## config.mk

```make
export PLATFORM = sky130hd
export DESIGN_NAME = serial_subtractor_ctrl
export DESIGN_NICKNAME = d
export VERILOG_FILES = /design/src/rtl/serial_subtractor_ctrl.sv
export SDC_FILE = /design/constraint.sdc
export NUM_CORES = 1
export LEC_CHECK = 0
export CAP_MARGIN = 40
export CORE_MARGIN = 2
export CORE_UTILIZATION = 50
export DETAILED_ROUTE_END_ITERATION = 16
export PLACE_DENSITY = 0.77
export SYNTH_ARGS = -nofsm -noshare
export SYNTH_HDL_FRONTEND = slang
export SYNTH_SLANG_ARGS = --single-unit
```

## constraint.sdc

```tcl
create_clock -name clk -period 4.4 [get_ports clk]
set_clock_uncertainty 0.15 [all_clocks]
set_input_delay 0.44 -clock clk [delete_from_list [all_inputs] [get_ports clk]]
set_output_delay 0.44 -clock clk [all_outputs]
set_load 0.05 [all_outputs]
```

## src/rtl/serial_subtractor_ctrl.sv

```systemverilog
// Bit-serial unsigned subtractor sequencer: diff = (a - b) mod 2^WIDTH, LSB first through one subtract cell.
// Latency: WIDTH cycles from the accepting edge to done; back-to-back period WIDTH+1 cycles.
// Backpressure: none; start is only honoured in IDLE/DONE and ignored while busy. Optional eq/lt outputs under SERIAL_SUB_CMP_EN.
module serial_subtractor_ctrl #(
  parameter int WIDTH = 8
) (
  input  logic             clk,
  input  logic             rst_n,
  input  logic             start,
  input  logic [WIDTH-1:0] a,
  input  logic [WIDTH-1:0] b,
  output logic             busy,
  output logic             done,
  output logic [WIDTH-1:0] diff,
  output logic             borrow_out
`ifdef SERIAL_SUB_CMP_EN
  ,
  output logic             eq,
  output logic             lt
`endif
);

  localparam int CW = (WIDTH > 1) ? $clog2(WIDTH) : 1;
  localparam logic [CW-1:0] CNT_LAST = CW'(WIDTH - 1);

  localparam logic [1:0] S_IDLE  = 2'd0;
  localparam logic [1:0] S_SHIFT = 2'd1;
  localparam logic [1:0] S_DONE  = 2'd2;

  logic [1:0]       state_q, state_d;
  logic [WIDTH-1:0] a_sr_q, a_sr_d;
  logic [WIDTH-1:0] b_sr_q, b_sr_d;
  logic [WIDTH-1:0] res_q, res_d;
  logic [CW-1:0]    cnt_q, cnt_d;
  logic             brw_q, brw_d;
  logic [WIDTH-1:0] diff_q, diff_d;
  logic             bo_q, bo_d;
`ifdef SERIAL_SUB_CMP_EN
  logic             eq_q, eq_d;
  logic             lt_q, lt_d;
`endif

  // One-bit subtract cell: the borrow flop is cleared on accept, so bit 0 behaves as a half subtractor.
  logic bit_x, bit_y, bit_d, brw_nxt;
  always_comb begin
    bit_x   = a_sr_q[0];
    bit_y   = b_sr_q[0];
    bit_d   = bit_x ^ bit_y ^ brw_q;
    brw_nxt = (~bit_x & bit_y) | (~(bit_x ^ bit_y) & brw_q);
  end

  // Sequencer next-state: accept/load, per-bit shift, and result capture on the last bit.
  always_comb begin
    state_d = state_q;
    a_sr_d  = a_sr_q;
    b_sr_d  = b_sr_q;
    res_d   = res_q;
    cnt_d   = cnt_q;
    brw_d   = brw_q;
    diff_d  = diff_q;
    bo_d    = bo_q;
`ifdef SERIAL_SUB_CMP_EN
    eq_d    = eq_q;
    lt_d    = lt_q;
`endif
    case (state_q)
      S_IDLE, S_DONE: begin
        if (start) begin
          state_d = S_SHIFT;
          a_sr_d  = a;
          b_sr_d  = b;
          res_d   = '0;
          cnt_d   = '0;
          brw_d   = 1'b0;
        end else begin
          state_d = S_IDLE;
        end
      end
      S_SHIFT: begin
        a_sr_d            = a_sr_q >> 1;
        b_sr_d            = b_sr_q >> 1;
        res_d             = res_q >> 1;
        res_d[WIDTH-1]    = bit_d;
        brw_d             = brw_nxt;
        cnt_d             = cnt_q + 1'b1;
        if (cnt_q == CNT_LAST) begin
          // Final bit: the result register is complete after this shift.
          state_d = S_DONE;
          diff_d  = res_d;
          bo_d    = brw_nxt;
`ifdef SERIAL_SUB_CMP_EN
          eq_d    = (res_d == '0);
          lt_d    = brw_nxt;
`endif
        end
      end
      default: state_d = S_IDLE;
    endcase
  end

  // State and datapath registers; reset discards any in-flight operation.
  always_ff @(posedge clk or negedge rst_n) begin
    if (!rst_n) begin
      state_q <= S_IDLE;
      a_sr_q  <= '0;
      b_sr_q  <= '0;
      res_q   <= '0;
      cnt_q   <= '0;
      brw_q   <= 1'b0;
      diff_q  <= '0;
      bo_q    <= 1'b0;
`ifdef SERIAL_SUB_CMP_EN
      eq_q    <= 1'b0;
      lt_q    <= 1'b0;
`endif
    end else begin
      state_q <= state_d;
      a_sr_q  <= a_sr_d;
      b_sr_q  <= b_sr_d;
      res_q   <= res_d;
      cnt_q   <= cnt_d;
      brw_q   <= brw_d;
      diff_q  <= diff_d;
      bo_q    <= bo_d;
`ifdef SERIAL_SUB_CMP_EN
      eq_q    <= eq_d;
      lt_q    <= lt_d;
`endif
    end
  end

  // Status outputs decode directly from the state flop.
  always_comb begin
    busy       = (state_q == S_SHIFT);
    done       = (state_q == S_DONE);
    diff       = diff_q;
    borrow_out = bo_q;
`ifdef SERIAL_SUB_CMP_EN
    eq         = eq_q;
    lt         = lt_q;
`endif
  end

endmodule

```

==> flow_metrics.env, run 1 <==
export IMPL_ys_dominant_reg_cell="dfrtp_1"
export IMPL_synth_largest_type_area_fraction_pct=51.1
export IMPL_register_bit_count_reported_by_yosys=38
export IMPL_die_x_um=65
export IMPL_io_pins=30
export IMPL_setup_worst_path_class="reg -> out"
export IMPL_static_leakage_power_uw=0.000945
export IMPL_cell_type_with_the_highest_aggregate_area_in_the_netlist="dfrtp_1"
export IMPL_dieHeight_um=65
export IMPL_combinationalPowerShare_pct=42.7
export IMPL_synth_edf_count=0
export IMPL_vias=1243
export IMPL_antenna_cells_inserted=0
export IMPL_clock_root_buffer="clkbuf_8"
export IMPL_power_net_switching_uw=605
export IMPL_floorplan_rows=22
export IMPL_tritoncts="yes"
export IMPL_required_ns=3.81
export IMPL_synth_commonest_cells="38 x dfrtp_1, 21 x mux2i_1, 14 x nor2b_1"
export IMPL_synth_cells=156
export IMPL_setup_worst_path_start="state_q[1]"
export IMPL_synthesis_nets=178
export IMPL_critPathMaxFanout=14
export IMPL_p_sw_share_pct=38.3
export IMPL_drt_first_iter_violations=48
export IMPL_rsz0062_at_grt="no"
export IMPL_min_period_over_period_pct=61.7
export IMPL_power_report_internal_total_uw=973
export IMPL_die_area_um2=4230
export IMPL_yosysSeqAreaShare_pct=51.1
export IMPL_synth_area_top_cells="dfrtp_1 51%, mux2i_1 11%, mux2_2 5.4%, a211oi_1 5.2%, nor2b_1 4.7%"
export IMPL_power_ir_vdd_worst_mv=0.292
export IMPL_drtAntennaViolNets=0
export IMPL_status="complete, no violations"
export IMPL_seq_power_share_pct=39.2
export IMPL_tritoncts_num_sinks=38
export IMPL_final_net_count=205
export IMPL_slew_viol_final=0
export IMPL_layout_min_cycle_time_ns=2.71
export IMPL_max_slew_margin_rel_pct=45.1
export IMPL_max_slew_worst_pin_slew_ns=0.824
export IMPL_setup_total_negative_slack_ns=0
export IMPL_cts_reportedPaths_clkPinSlew_ns=0.07
export IMPL_critical_path_launch_point_type="flop"
export IMPL_globalplace_congestion=0.787
export IMPL_grtUsageTotal_pct=17.6
export IMPL_overflow=0
export IMPL_grt_max_degree=39
export IMPL_finalInstanceArea_um2=2250
export IMPL_synth_yosys_warnings=0
export IMPL_drv_max_cap_violation_count=0
export IMPL_drt_first_pass_iters=4
export IMPL_endpoints_failing_hold=0
export IMPL_post_synth_cell_area_avg_um2=11.9
export IMPL_htreeDepth=2
export IMPL_post_cts_resized_instances=0
export IMPL_cell_area_after_placement_um2=2140
export IMPL_numPortBuffers=29
export IMPL_core_um2=3610
export IMPL_wire_per_inst_um=13.9
export IMPL_report_final_setup_viol=0
export IMPL_post_cts_setup_buffer_count=0
export IMPL_grt_antenna_before_repair=0
export IMPL_tritoncts_buffers=5
export IMPL_total_power_uw=1580
export IMPL_global_route_wire_length_before_repair_um=5600
export IMPL_fraction_of_layout_instances_using_a_drive_strength_above_1_pct=13.0
export IMPL_drt_total_wl_um=3220
export IMPL_synth_cell_types=23
export IMPL_synthMostInstantiatedCell="dfrtp_1"
export IMPL_worst_skew_pair_late_latency_ns=0.29
export IMPL_ys_async_sr_fraction_pct=100
export IMPL_power_density_nw_per_um2=701
export IMPL_avgViaCountPerCell=5.36
export IMPL_timing_fmax_ghz=0.368
export IMPL_drt_drc_violations_left=0
export IMPL_holdBufCountCts=0
export IMPL_wp_data_arrival_ns=2.12
export IMPL_cts_path_max_buffers=2
export IMPL_min_path_type="in -> async"
export IMPL_synth_cell_area_um2=1860
export IMPL_area_delta_synth_final_pct=21.0
export IMPL_worstSetupEndpointType="primary output"
export IMPL_worst_flop_to_flop_path_startpoint="state_q[1]"
export IMPL_first_global_vias=1239
export IMPL_initial_core_util_pct=51.6
export IMPL_clk_pwr_share_pct=18.1
[path summary, 6_finish.rpt]
| kind | to | cells past startpoint | slack [ns] |
|---|---|---|---|
| setup / recovery | busy | 2 | 1.69 |
| hold / removal | diff[1] | 1 | 0.09 |
| setup reg to reg | diff[4] | 2 | 2.64 |
| hold reg to reg | borrow_out | 2 | 0.34 |
| max in group asynchronous | state_q[0] | 1 | 3.48 |
| min in group clk | borrow_out | 2 | 0.34 |
[stage by stage]
step	utilization, %	instances	hold slack [ns]	worst slack [ns]
after floorplan	-	156	-0.00559	2.39
after global placement	59.1	223	0.324	1.93
after detailed placement	59.4	224	0.324	2.01
after CTS	62.5	232	0.122	1.68
after global routing	62.5	232	0.155	1.60
final	62.5	232	0.0936	1.69
[cell type report]
class | instances | area (µm²)
Sequential cell | 38 | 951
Clock buffer | 5 | 68.8
Timing Repair Buffer | 32 | 312
Tap cell | 48 | 60.1
Clock inverter | 3 | 40.0
Fill cell | 305 | 1350
Multi-Input combinational cell | 101 | 802
Inverter | 5 | 18.8
[logic make-up after synthesis]
kind of cell	synth area share, %
compound gates	15.1
fa+ha+maj	2.42
buf+inv	5.78
flops	51.1
mux	16.7
simple gates	8.81
[worst max-delay path, stage by stage, from the launching register on]
cell	delay, ns
dfrtp_1	0.63
nor2b_4	0.35
clkdlybuf4s50_1	0.85
[placed cells by master, fill, tap and decap left out]
cell type,Yosys,final
dfrtp_1,38,38
clkdlybuf4s50_1,0,28
mux2i_1,21,21
nor2b_1,14,14
a211oi_1,13,13
a21oi_1,13,13
mux2_2,9,9
o21ai_0,8,8
nand2_1,6,6
a22o_1,6,6
inv_1,5,5
clkbuf_8,0,5
nand3_1,2,2
ha_1,2,2
clkinv_2,0,2
buf_4,3,2
nor2b_4,1,1
nand3b_4,1,1
nor2_1,1,1
a21oi_4,1,1
and3_1,1,1
a221o_1,1,1
fa_1,1,1
bufinv_16,0,1
buf_2,2,1
buf_6,4,1
[power groups by stage]
stage	Sequential [µW]	Combinational, µW	Clock, µW
3_5_place_dp	625	684	0
3_3_place_gp	618	659	0
2_1_floorplan	705	426	0
6_report	619	674	285
4_1_cts	620	684	295
5_1_grt	646	734	313
[registers in the layout, indices dropped and copies added (netlist names)]
| name | cells |
|---|---|
| brw_q | 1 |
| b_sr_q | 8 |
| state_q | 2 |
| cnt_q | 3 |
| borrow_out | 1 |
| res_q | 7 |
| diff | 8 |
| a_sr_q | 8 |
[per-layer routing]
| metal | wire length, µm | vias up | global-route usage (%) |
|---|---|---|---|
| met5 | 0 | - | 0 |
| met4 | 30 | 0 | 5.05 |
| met3 | 123 | 4 | 5.73 |
| met2 | 1590 | 19 | 28.6 |
| met1 | 1480 | 612 | 22.3 |
| li1 | - | 608 | - |
No activity file was read; power rests on OpenSTA's default activity.
==> run 2, diff against run 1 <==
Clock period 4.4 ns to 2.7 ns, I/O delays scaled along.
==> run 2 against run 1 <==
Worst setup slack lost 1.0 ns. Clock power up 74%. Power increased by 67%. Non-clock buffer count increased by 1. Clock-buffer cell count up 1. Worst hold slack improved by 0.26 ns. Die area is the same. Combinational power rose by 63%. Sequential power increased by 70%. Register-to-register slack got worse by 1.8 ns.
==> flow_metrics.env, run 2 (synthesis gave the netlist of run 1 again) <==
export IMPL_cts_path_max_buffers=2
export IMPL_use_met2_pct=28.2
export IMPL_floorplan_rows=22
export IMPL_globalRoute_busiestLayer="met2"
export IMPL_min_period_over_period_pct=76.4
export IMPL_power_ir_vdd_worst_mv=0.517
export IMPL_post_cts_resized_instances=0
export IMPL_power_density_nw_per_um2=1160
export IMPL_tritoncts_buffers=5
export IMPL_status="complete, no violations"
export IMPL_die_area_um2=4230
export IMPL_htreeDepth=2
export IMPL_post_cts_setup_buffer_count=0
export IMPL_grt_antenna_before_repair=0
export IMPL_globalplace_congestion=0.756
export IMPL_report_final_setup_viol=0
export IMPL_grt_max_degree=39
export IMPL_initial_core_util_pct=51.6
export IMPL_dieHeight_um=65
export IMPL_required_ns=2.28
export IMPL_max_slew_margin_rel_pct=45.4
export IMPL_min_path_type="reg -> reg"
export IMPL_worstSetupEndpointType="primary output"
export IMPL_slew_viol_final=0
export IMPL_io_pins=30
export IMPL_cell_area_after_placement_um2=2150
export IMPL_setup_worst_path_class="reg -> out"
export IMPL_hold_ws_ns=0.359
export IMPL_longest_individual_stage_delay_on_the_worst_path_ns=0.74
export IMPL_max_slew_worst_pin_slew_ns=0.820
export IMPL_drt_first_pass_iters=4
export IMPL_holdBufCountCts=1
export IMPL_drt_drc_violations_left=0
export IMPL_grt_util_met1_pct=25.2
export IMPL_met3_resource_use_gr_pct=5.21
export IMPL_die_x_um=65
export IMPL_tritoncts_num_sinks=38
export IMPL_worst_path_cell_with_the_longest_stage_delay="dfrtp_1"
export IMPL_timing_fmax_ghz=0.485
export IMPL_drt_first_iter_violations=44
export IMPL_setup_total_negative_slack_ns=0
export IMPL_crit_chain="nor2b_4 > buf_12"
export IMPL_worst_skew_pair_late_latency_ns=0.29
export IMPL_antenna_cells_inserted=0
export IMPL_worst_path_dominant_cell_family="flip-flops"
export IMPL_drv_max_cap_violation_count=0
export IMPL_avgViaCountPerCell=5.46
export IMPL_grtUsageTotal_pct=18.8
export IMPL_core_um2=3610
export IMPL_mostFrequentLayoutCell="dfrtp_1"
export IMPL_cts_reportedPaths_clkPinSlew_ns=0.07
export IMPL_global_route_wire_length_before_repair_um=5860
export IMPL_wire_per_inst_um=14.9
export IMPL_layout_min_cycle_time_ns=2.06
export IMPL_wp_data_arrival_ns=1.64
export IMPL_finalInstanceArea_um2=2270
export IMPL_critical_path_launch_point_type="flop"
export IMPL_vias=1267
export IMPL_tritoncts="yes"
export IMPL_fillCellCount=289
export IMPL_fraction_of_layout_instances_using_a_drive_strength_above_1_pct=13.6
export IMPL_worstPathBufferInverterCount=1
export IMPL_clock_root_buffer="clkbuf_8"
export IMPL_drt_total_wl_um=3460
export IMPL_critPathMaxFanout=19
export IMPL_most_common_layout_cells="38 x dfrtp_1, 26 x clkdlybuf4s50_1, 21 x mux2i_1, 14 x nor2b_1"
export IMPL_numPortBuffers=29
export IMPL_endpoints_failing_hold=0
export IMPL_overflow=0
export IMPL_area_delta_synth_final_pct=22.0
export IMPL_final_core_util_pct=62.9
export IMPL_drtAntennaViolNets=0
export IMPL_first_global_vias=1212
export IMPL_rsz0062_at_grt="no"
export IMPL_dp_hpwl_um=2380
export IMPL_static_leakage_power_uw=0.000955
export IMPL_final_net_count=206
==> run 2: cell count changes in the layout (fill, tap and decap cells not counted), sizes merged <==
cell,change
buf,+2
clkbuf,+1
clkdlybuf4s50,-2
clkinv,-2
dlygate4sd3,+1
==> run 2: per-stage QoR <==
step / total power, µW / cells / setup slack, ns
after floorplan: 1840 / 156 / 0.860
after CTS: 2670 / 232 / 0.599
final: 2640 / 232 / 0.638
after global routing: 2830 / 232 / 0.519
after detailed placement: 2160 / 224 / 0.858
after global placement: 2110 / 224 / 0.931
==> run 2: path summary, 6_finish.rpt <==
path / start / end / slack (ns) / cells after the start
max: state_q[0] / busy / 0.64 / 2
min: brw_q / brw_q / 0.36 / 1
max reg2reg: state_q[1] / diff[4] / 0.86 / 2
min reg2reg: brw_q / brw_q / 0.36 / 1
max in group asynchronous: rst_n / a_sr_q[4] / 1.42 / 2
min in group asynchronous: rst_n / diff[2] / 0.46 / 2
==> run 2: cell type report <==
cell class	count	area, µm²	area share, %
Timing Repair Buffer	33	325	14.3
Clock inverter	1	30.0	1.32
Tap cell	48	60.1	2.65
Sequential cell	38	951	41.9
Multi-Input combinational cell	101	802	35.3
Clock buffer	6	82.6	3.64
Inverter	5	18.8	0.827
==> run 2: layer usage <==
| layer | vias to the layer above | wire [µm] |
|---|---|---|
| li1 | 610 | - |
| met1 | 630 | 1620 |
| met2 | 20 | 1650 |
| met3 | 7 | 117 |
| met4 | 0 | 71 |
| met5 | - | 0 |
==> run 2: power by group <==
group	switching, µW	total (µW)	leakage [µW]	internal, µW
Combinational	587	1100	0.000425	508
Clock	201	496	0.0000573	296
Sequential	228	1050	0.000472	823
==> run 3, diff against run 2 <==
Settings changed: CORE_UTILIZATION 50 to 47, PLACE_DENSITY 0.77 to 0.76.
Clock period 2.7 ns to 1.65 ns, I/O delays scaled along.
==> run 3 against run 2 <==
Non-clock buffer count grew 7. Critical endpoint is now done. Clock power grew 33%. Global-route usage shrank 0.47 points. First-iteration DRC count grew 75%. Via count grew 2.0%. Routed wire length grew 7.3%.
==> flow_metrics.env, run 3 (synthesis gave the netlist of run 1 again) <==
export IMPL_initial_core_util_pct=49.7
export IMPL_min_path_type="in -> async"
export IMPL_worstSetupEndpointType="primary output"
export IMPL_clock_root_buffer="clkbuf_8"
export IMPL_tritoncts="yes"
export IMPL_worst_path_cell_with_the_longest_stage_delay="dfrtp_2"
export IMPL_grtUsageTotal_pct=18.3
export IMPL_first_global_vias=1265
export IMPL_dieHeight_um=66.9
export IMPL_mostFrequentLayoutCell="dfrtp_1"
export IMPL_core_um2=3740
export IMPL_drt_first_iter_violations=77
export IMPL_floorplan_rows=22
export IMPL_seq_power_share_pct=38.8
export IMPL_cts_reportedPaths_clkPinSlew_ns=0.07
export IMPL_rsz0062_at_grt="no"
export IMPL_wp_data_arrival_ns=1.28
export IMPL_vias=1292
export IMPL_setup_total_negative_slack_ns=0
export IMPL_grt_antenna_before_repair=0
export IMPL_report_final_setup_viol=0
export IMPL_area_delta_synth_final_pct=26.2
export IMPL_worst_path_dominant_cell_family="flip-flops"
export IMPL_crit_chain="buf_12 > nor2b_2 > buf_12"
export IMPL_max_slew_worst_pin_slew_ns=0.479
export IMPL_antenna_cells_inserted=0
export IMPL_max_slew_margin_rel_pct=68.1
export IMPL_critPathMaxFanout=27
export IMPL_die_area_um2=4480
export IMPL_timing_fmax_ghz=0.629
export IMPL_htreeDepth=2
export IMPL_power_density_nw_per_um2=1830
export IMPL_cpMostUsedCell="buf_12"
export IMPL_drt_total_wl_um=3710
export IMPL_grt_max_degree=39
export IMPL_globalplace_congestion=0.686
export IMPL_final_net_count=214
export IMPL_tritoncts_buffers=5
export IMPL_fillCellCount=318
export IMPL_placed_insts=228
export IMPL_worstPathBufferInverterCount=2
export IMPL_drtAntennaViolNets=0
export IMPL_die_x_um=66.9
export IMPL_endpoints_failing_hold=0
export IMPL_status="complete, no violations"
export IMPL_tritoncts_num_sinks=38
export IMPL_static_leakage_power_uw=0.00101
export IMPL_p_sw_share_pct=39.4
export IMPL_overflow=0
export IMPL_min_period_over_period_pct=96.4
export IMPL_critical_path_launch_point_type="flop"
export IMPL_drt_first_pass_iters=4
export IMPL_power_report_internal_total_uw=2600
export IMPL_wire_per_inst_um=15.4
export IMPL_global_route_wire_length_before_repair_um=5920
export IMPL_combinationalPowerShare_pct=45.8
export IMPL_layout_min_cycle_time_ns=1.59
export IMPL_slew_viol_final=0
export IMPL_longest_individual_stage_delay_on_the_worst_path_ns=0.49
export IMPL_io_pins=30
export IMPL_cts_path_max_buffers=2
export IMPL_drt_drc_violations_left=0
export IMPL_required_ns=1.33
export IMPL_numPortBuffers=29
export IMPL_multiInputGateArea_um2=818
export IMPL_sequential_cell_area_um2=953
export IMPL_setup_worst_path_class="reg -> out"
export IMPL_avgViaCountPerCell=5.36
export IMPL_power_ir_vdd_worst_mv=1.04
export IMPL_clk_pwr_share_pct=15.3
export IMPL_fraction_of_layout_instances_using_a_drive_strength_above_1_pct=23.8
export IMPL_power_net_switching_uw=1700
export IMPL_worst_skew_pair_late_latency_ns=0.29
export IMPL_dp_hpwl_um=2450
export IMPL_final_cells=241
export IMPL_drv_max_cap_violation_count=0
export IMPL_most_common_layout_cells="36 x dfrtp_1, 21 x mux2i_1, 17 x clkdlybuf4s50_1, 16 x buf_4"
export IMPL_worst_r2r_setup_slack_ns=0.09
[run 3: cell count changes in the layout (fill, tap and decap cells not counted), sizes merged]
| cell | before | now |
|---|---|---|
| buf | 6 | 22 |
| bufinv | 1 | 0 |
| clkbuf | 6 | 7 |
| clkdlybuf4s50 | 26 | 17 |
| clkinv | 0 | 1 |
| nand3b | 1 | 2 |
[run 3: path summary, 6_finish.rpt]
check                           startpoint          to  cells after the start
min in group clk                borrow_out  borrow_out                      2
worst min-delay path                 rst_n    res_q[3]                      3
worst min register to register  borrow_out  borrow_out                      2
max in group asynchronous            rst_n  state_q[0]                      3
worst max register to register    cnt_q[0]     diff[4]                      4
worst max-delay path            state_q[0]        done                      3
[run 3: power groups by stage]
| stage | Sequential (µW) | Clock, µW | Combinational, µW |
|---|---|---|---|
| 2_1_floorplan | 1880 | 0 | 1140 |
| 3_3_place_gp | 1650 | 0 | 1840 |
| 3_5_place_dp | 1680 | 0 | 1930 |
| 4_1_cts | 1660 | 673 | 1940 |
| 5_1_grt | 1730 | 709 | 2140 |
| 6_report | 1670 | 659 | 1970 |
[run 3: what timing repair did]
action                                  CTS  global route
hold buffers                              1             0
setup buffers                             0             3
endpoints found under the hold margin    38             0
gates resized for setup                   2             1
cloned                                    0             1
endpoints found under the setup margin    2            10
[run 3: area by class of cell]
cell class,count,share of cell area (%)
Clock buffer,7,3.68
Timing Repair Buffer,40,17.3
Tap cell,48,2.56
Sequential cell,38,40.6
Multi-Input combinational cell,102,34.9
Clock inverter,1,0.213
Inverter,5,0.800
[run 3: metal layers]
metal	wire, µm	GRT usage (%)	vias to the layer above
li1	-	-	635
met3	131	5.57	8
met1	1700	22.8	626
met4	103	10.2	0
met2	1770	28.2	23
met5	0	0	-
[run 3: tightest hold or removal path, stage by stage]
cell and delay [ns]:
dlygate4sd3_1 0.53, buf_2 0.10, buf_4 0.40
[run 3: per-stage QoR]
stage               total power, µW  hold WS [ns]  setup WS, ns  instance area, µm²  util (%)
global placement               3500        0.0792        0.0993                2210      59.0
floorplan                      3020        -0.281        0.0802                1860         -
CTS                            4280         0.309       0.00660                2310      61.7
detailed placement             3610        0.0893        0.0489                2210      59.0
finish                         4300         0.309        0.0596                2350      62.7
global route                   4570         0.375        0.0114                2350      62.7
